**config.mk**
```make
export PLATFORM = sky130hd
export DESIGN_NAME = xor_host_link
export DESIGN_NICKNAME = d
export VERILOG_FILES = /design/src/rtl/xor_host_link.sv
export SDC_FILE = /design/constraint.sdc
export NUM_CORES = 1
export LEC_CHECK = 0
export ABC_AREA = 0
export CAP_MARGIN = 10
export CORE_MARGIN = 4
export CORE_UTILIZATION = 35
export DETAILED_ROUTE_END_ITERATION = 12
export SYNTH_ARGS = -nofsm -noshare
export SYNTH_HDL_FRONTEND = slang
export SYNTH_SLANG_ARGS = --single-unit
```
**constraint.sdc**
```tcl
create_clock -name clk -period 3.61 [get_ports clk]
set_clock_uncertainty 0.15 [all_clocks]
set_input_delay 0.722 -clock clk [delete_from_list [all_inputs] [get_ports clk]]
set_output_delay 0.722 -clock clk [all_outputs]
set_load 0.01 [all_outputs]
```
**src/rtl/xor_host_link.sv**
```systemverilog
// Host-side link for the XOR encryption core: serializes key and message onto the
// core's shared serial input, then deserializes the returned ciphertext stream.
module xor_host_link #(
  parameter int MSG_SIZE = 64,
  parameter int KEY_SIZE = 8,
  parameter int TIMEOUT  = 255
) (
  input  logic                clk,
  input  logic                rst,
  input  logic                ena,
  input  logic                iStart,
  input  logic [KEY_SIZE-1:0] iKey,
  input  logic [MSG_SIZE-1:0] iMessage,
  output logic                oBusy,
  output logic                oData,
  output logic                oKey_flag,
  output logic                oMsg_flag,
  input  logic                iCt_data,
  input  logic                iCt_flag,
  output logic [MSG_SIZE-1:0] oCiphertext,
  output logic                oDone,
  output logic                oError
);

  localparam int CNT_W = $clog2(MSG_SIZE) + 1;
  localparam int TO_W  = $clog2(TIMEOUT + 1);

  typedef enum logic [2:0] {
    S_IDLE, S_LOAD_KEY, S_GAP, S_LOAD_MSG, S_WAIT_CT, S_CAPTURE, S_FINISH
  } state_t;

  state_t              state_q, state_d;
  logic [KEY_SIZE-1:0] key_sr_q, key_sr_d;
  logic [MSG_SIZE-1:0] msg_sr_q, msg_sr_d;
  logic [MSG_SIZE-1:0] cap_q, cap_d;
  logic [MSG_SIZE-1:0] ct_q, ct_d;
  logic [CNT_W-1:0]    bit_cnt_q, bit_cnt_d;
  logic [TO_W-1:0]     to_cnt_q, to_cnt_d;
  logic                busy_q, busy_d;
  logic                data_q, data_d;
  logic                key_flag_q, key_flag_d;
  logic                msg_flag_q, msg_flag_d;
  logic                done_q, done_d;
  logic                error_q, error_d;

  logic [CNT_W-1:0]    bit_cnt_inc;
  logic [MSG_SIZE-1:0] cap_shift;

  assign bit_cnt_inc = bit_cnt_q + 1'b1;
  assign cap_shift   = {cap_q[MSG_SIZE-2:0], iCt_data};

  // Serial outputs are registered, so each state's flag/data is computed on the
  // edge that enters (or continues) that state.
  always_comb begin
    state_d    = state_q;
    key_sr_d   = key_sr_q;
    msg_sr_d   = msg_sr_q;
    cap_d      = cap_q;
    ct_d       = ct_q;
    bit_cnt_d  = bit_cnt_q;
    to_cnt_d   = to_cnt_q;
    busy_d     = (state_q != S_IDLE);
    data_d     = 1'b0;
    key_flag_d = 1'b0;
    msg_flag_d = 1'b0;
    done_d     = 1'b0;
    error_d    = 1'b0;
    if (ena) begin
      case (state_q)
        S_IDLE: begin
          // busy_q still high during an error pulse: start waits one more cycle
          if (iStart && !busy_q) begin
            state_d    = S_LOAD_KEY;
            key_sr_d   = iKey << 1;
            msg_sr_d   = iMessage;
            data_d     = iKey[KEY_SIZE-1];
            key_flag_d = 1'b1;
            bit_cnt_d  = CNT_W'(1);
          end
        end
        S_LOAD_KEY: begin
          if (bit_cnt_q == CNT_W'(KEY_SIZE)) begin
            state_d   = S_GAP;
            bit_cnt_d = '0;
          end else begin
            data_d     = key_sr_q[KEY_SIZE-1];
            key_sr_d   = key_sr_q << 1;
            key_flag_d = 1'b1;
            bit_cnt_d  = bit_cnt_inc;
          end
        end
        S_GAP: begin
          state_d    = S_LOAD_MSG;
          data_d     = msg_sr_q[MSG_SIZE-1];
          msg_sr_d   = msg_sr_q << 1;
          msg_flag_d = 1'b1;
          bit_cnt_d  = CNT_W'(1);
        end
        S_LOAD_MSG: begin
          if (bit_cnt_q == CNT_W'(MSG_SIZE)) begin
            state_d   = S_WAIT_CT;
            bit_cnt_d = '0;
            to_cnt_d  = '0;
          end else begin
            data_d     = msg_sr_q[MSG_SIZE-1];
            msg_sr_d   = msg_sr_q << 1;
            msg_flag_d = 1'b1;
            bit_cnt_d  = bit_cnt_inc;
          end
        end
        S_WAIT_CT, S_CAPTURE: begin
          if (iCt_flag) begin
            cap_d     = cap_shift;
            bit_cnt_d = bit_cnt_inc;
            if (bit_cnt_inc == CNT_W'(MSG_SIZE)) begin
              // ciphertext and done are registered on FINISH entry so they
              // appear the cycle after the last sample
              state_d = S_FINISH;
              ct_d    = cap_shift;
              done_d  = 1'b1;
            end else begin
              state_d = S_CAPTURE;
            end
          end else if (state_q == S_CAPTURE || to_cnt_q == TO_W'(TIMEOUT)) begin
            state_d   = S_IDLE;
            bit_cnt_d = '0;
            error_d   = 1'b1;
          end else begin
            to_cnt_d = to_cnt_q + 1'b1;
          end
        end
        S_FINISH: begin
          state_d   = S_IDLE;
          bit_cnt_d = '0;
        end
        default: state_d = S_IDLE;
      endcase
      busy_d = (state_d != S_IDLE) || error_d;
    end
  end

  always_ff @(posedge clk) begin
    if (rst) begin
      state_q    <= S_IDLE;
      key_sr_q   <= '0;
      msg_sr_q   <= '0;
      cap_q      <= '0;
      ct_q       <= '0;
      bit_cnt_q  <= '0;
      to_cnt_q   <= '0;
      busy_q     <= 1'b0;
      data_q     <= 1'b0;
      key_flag_q <= 1'b0;
      msg_flag_q <= 1'b0;
      done_q     <= 1'b0;
      error_q    <= 1'b0;
    end else begin
      state_q    <= state_d;
      key_sr_q   <= key_sr_d;
      msg_sr_q   <= msg_sr_d;
      cap_q      <= cap_d;
      ct_q       <= ct_d;
      bit_cnt_q  <= bit_cnt_d;
      to_cnt_q   <= to_cnt_d;
      busy_q     <= busy_d;
      data_q     <= data_d;
      key_flag_q <= key_flag_d;
      msg_flag_q <= msg_flag_d;
      done_q     <= done_d;
      error_q    <= error_d;
    end
  end

  assign oBusy       = busy_q;
  assign oData       = data_q;
  assign oKey_flag   = key_flag_q;
  assign oMsg_flag   = msg_flag_q;
  assign oCiphertext = ct_q;
  assign oDone       = done_q;
  assign oError      = error_q;

endmodule

```
* Word level (Yosys, flattened, before mapping)
Cells that the tools add are included.
** Storage, ports and cells
- Output and inout bits :: 70
- Logic and storage cells :: 94
- Bits in registers :: 223
** Cells by class
- Multiplexer cells :: 39
- Add/subtract/negate cells :: 2
- Bitwise gates (word level) :: 3
- Reductions and logical operators :: 20
- Equal/unequal tests :: 17
** Operators with widths (count)
- case mux 64 bit (3 select lines) :: 1
- two-way mux 64 bit :: 2
- case mux 7 bit (6 select lines) :: 1
- two-way mux 8 bit :: 5
- two-way mux 7 bit :: 5
- case mux 8 bit (2 select lines) :: 2
- two-way mux 3 bit :: 6
- AND reduction 4 bit :: 4
- case mux 3 bit (5 select lines) :: 1
- equality test 7 bit (second input constant) :: 2
- two-way mux 1 bit :: 12
- inequality test 2 bit (second input constant) :: 6
- equality test 3 bit (second input constant) :: 3
- nonzero test 3 bit :: 3
- adder 8 x 1 -> 8 bit (second input constant) :: 1
- equality test 8 bit (second input constant) :: 1
- adder 7 x 1 -> 7 bit (second input constant) :: 1
- equality test 7 x 4 -> 1 bit (second input constant) :: 1
- equality test 3 x 2 -> 1 bit (second input constant) :: 2
- nonzero test 6 bit :: 1
- AND reduction 5 bit :: 1
- case mux 1 bit (2 select lines) :: 2
- case mux 1 bit (4 select lines) :: 1
- nonzero test 2 bit :: 2
- 11 further kinds :: 15

* Logic depth before layout (Yosys ltp)
Gate-level depths: netlist of run 1.
- Depth after elaboration :: 9
- Depth in mapped cells :: 10
- Mapped depth without buffers :: 7

* Worst setup path after synthesis of run 1
Ideal clock, no wire load.
- Path type :: input to register
- Start point :: input ena
- End point :: register to_cnt_q[6]
- Slack :: 1.204 ns
- Cell stages on the path :: 7
- Data arrival time :: 2.186 ns
- Path through :: clkbuf_1 inv_1 nor4_4 o22ai_2 buf_6 or3_1 a21oi_1
** On the way
- Cells in the longest elaborated chain, start to end :: 1
** RTL lines
- from (decl) :: line 10 : input logic ena,
- AND reduction 5 bit (no line)
- to (signal assigned) :: line 164 : to_cnt_q <= to_cnt_d;
- to (decl) :: line 38 : logic [TO_W-1:0] to_cnt_q, to_cnt_d;
No other way between the ends.
A chain may end at the register's enable or synchronous reset.

* Final worst setup path of run 1
- Start point :: input ena
- End point :: register to_cnt_q[7]
Same word-level chain as after synthesis.

==> flow_metrics.py, run 1 <==
metrics = {
    "worst_setup_path": {
        "criticalPathCategory": "in -> reg",
        "arrival_ps": 2920,
        "critPathCaptureType": "register",
        "crit_path_start_kind": "input port",
        "crit_path_start": "ena",
        "slowest_stage": "clkdlybuf4s50_1",
        "cp_cell_sequence": "clkdlybuf4s50_1, inv_1, nor3_1, o22ai_2, or4_1, a21oi_1",
        "path_max_fanout": 13,
        "r2r_start": "bit_cnt_q[0]$_SDFFE_PP0P_",
        "cp.required_ps": 3910,
        "critical-path-max-stage-delay_ps": 650,
    },
    "global_route": {
        "grt_pass1_vias": 6648,
        "grt.overflow.total": 0,
        "antenna_found_initial": 1,
        "grt_pass1_wl_um": 33500,
        "grt_max_degree": 80,
        "track_usage": 0.137,
    },
    "layout": {
        "seq_area_um2": 4440,
        "num_antenna_cells": 0,
        "final_area_um2": 11600,
        "nets": 1174,
        "drive_above_1_share": 0.0629,
        "multiInputGateArea_um2": 4120,
        "syn2layout_area_growth_pct": 30.4,
        "fillers": 2381,
    },
    "floorplan": {
        "start_util": 0.360,
        "io_pins": 148,
        "core-area_um2": 24600,
        "chipWidth_um": 167,
        "die_y_um": 167,
        "dieArea_um2": 27900,
        "rows": 57,
    },
    "synth": {
        "synth_top_family_by_area": "simple AND/OR/NAND/NOR gates",
        "synthCells": 981,
        "synth_fa_ha_area_frac": 0.00423,
        "synth_edf_count": 0,
        "yosys_most_used_dff": "dfxtp_1",
        "yosys-top-cells-count": "dfxtp_1, nor2_1, nand2_1",
        "muxShareOfSynthArea": 0.150,
        "synth_compound_area_frac": 0.136,
        "avgSynthCellArea_um2": 9.04,
        "post-synth-top-count-cell": "dfxtp_1",
        "ys_seq_elements": 222,
        "ys_types": 46,
        "synth_area_leaders": "dfxtp_1, mux2i_1, nor2_1",
        "synth_top_cell_area_share": 0.501,
        "synth-async-reset-ratio": 0,
        "synthSimpleGateAreaFrac": 0.168,
        "yosysSeqAreaShare": 0.501,
        "yosys.area.top_type": "dfxtp_1",
        "ys.warnings.count": 0,
        "synthXorXnorAreaFrac": 0.000988,
        "synthesis.nets": 1062,
        "syn-cell-area_um2": 8860,
    },
    "power": {
        "p_leak_uw": 0.00477,
        "ir_worst_vdd_mv": 0.287,
        "pwr_density_cell_nw_per_um2": 502,
    },
    "worst_hold_path": {
        "hp-start": "cap_q[12]$_SDFFE_PP0P_",
        "worstHoldPathType": "reg -> reg",
    },
    "sta": {
        "drv_slew": 0,
        "worst_slew_pin_slew_ps": 1120,
        "max_freq_mhz": 382,
        "min_period_ps": 2620,
        "rsz0062_at_grt": "false",
        "timing.hold.ws_ps": 303,
        "finalHoldViolCount": 0,
        "setup_tns_ps": 0,
        "period_share": 0.726,
        "slew_headroom": 0.256,
        "setup_violations": 0,
    },
    "clocking": {
        "cts_buffers": 26,
        "cts_setup_buffers": 0,
        "cts.sinks": 222,
        "clk_path_buf_depth": 3,
        "cts-root-buf": "clkbuf_16",
        "cts_tree": "done",
        "htree_num_levels": 1,
        "clock_latency_ps": 520,
        "holdBufCountCts": 0,
        "cts.clk_slew.worst_paths_ps": 60,
        "cts_resized": 0,
    },
    "route": {
        "num_vias": 7035,
        "routed_wl_um": 19800,
        "drt_first_pass_iters": 4,
        "drc": 0,
        "drtIter0Drc": 432,
        "drt-wirelength-per-cell_um": 13.8,
        "via_per_inst": 4.90,
        "ant_nets": 0,
    },
    "job": {
        "maxCapViolCount": 0,
    },
    "placed_design": {
        "placed_area_um2": 10600,
        "place_congestion": 0.784,
        "port_buffers": 147,
        "hpwl_um": 12900,
    },
    "run_status": {
        "status": "complete, no violations",
    },
}
[logic make-up (layout without fill, tap and decap cells)]
family / count (synthesis) / count (layout)
xor+xnor: 1 / 1
simple gates: 349 / 349
mux: 133 / 133
buf+inv: 84 / 215
fa+ha+maj: 3 / 3
flops: 222 / 222
compound gates: 189 / 189
[metrics by stage]
stage	total power (uW)	setup slack [ps]	std cells	utilization
floorplan	2930	1200	981	-
global placement	3090	553	1389	0.432
detailed placement	3100	485	1389	0.432
CTS	5890	1030	1436	0.470
global route	6060	830	1436	0.470
finish	5800	990	1436	0.470
[sequential cells by signal, indices dropped and copies added, names as in the netlist]
signal,cells
oMsg_flag,1
oDone,1
oCiphertext,64
cap_q,63
msg_sr_q,64
oBusy,1
state_q,3
bit_cnt_q,7
oError,1
oData,1
to_cnt_q,8
key_sr_q,7
oKey_flag,1
[power breakdown]
group / leakage (uW) / internal, uW / switching [uW] / total (uW)
Sequential: 0.00180 / 2540 / 52.9 / 2590
Combinational: 0.00251 / 222 / 227 / 450
Clock: 0.000455 / 1750 / 1010 / 2760
[path summary, 6_finish.rpt]
check / to / slack, ps / depth (start not counted)
worst max-delay path: to_cnt_q[7]$_SDFFE_PP0P_ / 990 / 6
worst min-delay path: cap_q[13]$_SDFFE_PP0P_ / 300 / 2
worst max register to register: to_cnt_q[7]$_SDFFE_PP0P_ / 1040 / 7
worst min register to register: cap_q[13]$_SDFFE_PP0P_ / 300 / 2
[layer usage]
metal / up-vias / GRT usage / wire length [um]
li1: 3645 / - / -
met2: 131 / 0.213 / 8620
met1: 3229 / 0.189 / 9410
met3: 28 / 0.0446 / 1450
met4: 2 / 0.0286 / 341
met5: - / 0 / 13
[worst max-delay path: cells and delay by family]
kind                   cells  cell delay, ps
buffers and inverters      2             900
AO/OA/AOI/OAI              2             380
AND/OR/NAND/NOR            2             910
[layout by cell type, fill, tap and decap left out, types with 3 or more instances in the layout]
cell,synthesis,routed
a21oi_1,82,81
clkdlybuf4s50_1,0,146
inv_1,7,7
buf_4,0,9
a211oi_1,72,72
nand2_1,144,144
ha_1,3,3
nor2_1,145,144
mux2i_1,133,133
buf_12,0,5
clkbuf_16,0,26
clkinv_2,0,3
dfxtp_1,222,222
clkbuf_8,0,7
or3_1,5,5
nor3_1,9,9
nand3_1,9,8
o21ai_0,12,12
bufinv_16,0,4
clkbuf_1,64,4
nand3b_1,4,4
a211o_1,4,4
nand2b_1,8,7
or4_1,5,5
nor3b_1,6,6
o2111ai_1,3,3
[final cells by class]
class,count,share of cell area
multi-input cells,675,0.356
clock inverters,10,0.0145
clock buffers,37,0.0659
well taps,324,0.0351
inverters,7,0.00227
repair buffers,161,0.142
flip-flops and latches,222,0.384
(Power assumes the default switching activity.)
==> inputs of run 2 (changes only) <==
- clock period: 3.61 -> 2.6 ns (I/O delays scaled with it)
==> flow_metrics.py, run 2 (synthesis results as in run 1) <==
metrics = {
    "layout": {
        "final_cell_mix": "dfxtp_1, clkdlybuf4s50_1, nand2_1, nor2_1, mux2i_1",
        "final_area_um2": 11600,
        "fillers": 2326,
        "nets": 1187,
        "num_antenna_cells": 0,
        "seq_area_um2": 4440,
        "syn2layout_area_growth_pct": 30.9,
        "multiInputGateArea_um2": 4130,
        "final_util": 0.472,
        "instances_no_fill": 1446,
        "drive_above_1_share": 0.0677,
        "layout_commonest_cell": "dfxtp_1",
    },
    "floorplan": {
        "core-area_um2": 24600,
        "io_pins": 148,
        "die_y_um": 167,
        "dieArea_um2": 27900,
        "start_util": 0.360,
        "rows": 57,
        "chipWidth_um": 167,
    },
    "route": {
        "drc": 0,
        "num_vias": 7057,
        "ant_nets": 0,
        "drtIter0Drc": 324,
        "drt_first_pass_iters": 4,
        "drt-wirelength-per-cell_um": 13.9,
        "routed_wl_um": 20100,
        "via_per_inst": 4.88,
    },
    "worst_setup_path": {
        "arrival_ps": 2740,
        "cp.required_ps": 2880,
        "criticalPathCategory": "reg -> reg",
        "crit_path_start_kind": "register",
        "critPathCaptureType": "register",
        "path_max_fanout": 13,
    },
    "power": {
        "p_leak_uw": 0.00480,
        "ir_worst_vdd_mv": 0.372,
        "pwr_density_cell_nw_per_um2": 669,
    },
    "global_route": {
        "grt_pass1_wl_um": 33000,
        "antenna_found_initial": 0,
        "track_usage": 0.135,
        "grt.overflow.total": 0,
        "grt_max_degree": 79,
        "grt_pass1_vias": 6561,
    },
    "sta": {
        "finalHoldViolCount": 0,
        "min_period_ps": 2460,
        "period_share": 0.945,
        "rsz0062_at_grt": "false",
        "slew_headroom": 0.652,
        "drv_slew": 0,
        "setup_violations": 0,
        "setup_tns_ps": 0,
        "worst_slew_pin_slew_ps": 522,
        "max_freq_mhz": 407,
    },
    "run_status": {
        "status": "complete, no violations",
    },
    "clocking": {
        "htree_num_levels": 1,
        "cts_tree": "done",
        "cts.sinks": 222,
        "clock_latency_ps": 510,
        "cts_setup_buffers": 0,
        "cts_resized": 0,
        "clk_path_buf_depth": 3,
        "cts_buffers": 25,
        "holdBufCountCts": 0,
        "cts.clk_slew.worst_paths_ps": 60,
        "cts-root-buf": "clkbuf_16",
    },
    "placed_design": {
        "hpwl_um": 13200,
        "port_buffers": 147,
        "place_inst": 1403,
        "place_congestion": 0.780,
        "placed_area_um2": 10800,
    },
    "job": {
        "maxCapViolCount": 0,
    },
    "worst_hold_path": {
        "worstHoldPathType": "in -> reg",
    },
}
==> run 2: final timing paths <==
| path | from | end | slack, ps | depth (start not counted) |
|---|---|---|---|---|
| max | bit_cnt_q[1]$_SDFFE_PP0P_ | to_cnt_q[5]$_SDFFE_PP0P_ | 140 | 7 |
| min reg2reg | cap_q[6]$_SDFFE_PP0P_ | cap_q[7]$_SDFFE_PP0P_ | 310 | 2 |
| max reg2reg | bit_cnt_q[1]$_SDFFE_PP0P_ | to_cnt_q[5]$_SDFFE_PP0P_ | 140 | 7 |
| min | rst | oCiphertext[5]$_SDFFE_PP0P_ | 240 | 2 |
==> run 2: area by class of cell <==
class,count,share of cell area
clock buffers,37,0.0612
clock inverters,6,0.00959
flip-flops and latches,222,0.383
inverters,7,0.00226
repair buffers,175,0.154
multi-input cells,675,0.355
well taps,324,0.0349
==> run 2: stage by stage <==
stage          setup slack (ps)  total power, uW  hold WS (ps)
3_3_place_gp               83.5             4320           298
4_1_cts                     102             7880           217
3_5_place_dp               54.1             4330           308
5_1_grt                    2.10             8090           245
6_report                    142             7760           239
2_1_floorplan               252             4070           286
==> run 2: critical path, stage by stage, from the launching register on <==
cell and delay, ps:
dfxtp_1 330, inv_1 80, ha_1 130, or4b_4 540
nor4_4 340, o22ai_4 180, or4_1 490, a21oi_1 140
==> run 2: metal layers <==
layer | track usage | share of wire | up-vias
met4 | 0.0314 | 0.017 | 0
met5 | 0 | 0 | -
met2 | 0.210 | 0.42 | 157
li1 | - | - | 3658
met1 | 0.194 | 0.50 | 3211
met3 | 0.0297 | 0.062 | 31
==> run 2: power by group <==
| part | switching, uW | leakage [uW] | internal (uW) |
|---|---|---|---|
| logic | 332 | 0.00260 | 326 |
| clock network | 1330 | 0.000397 | 2180 |
| registers | 68.3 | 0.00180 | 3530 |
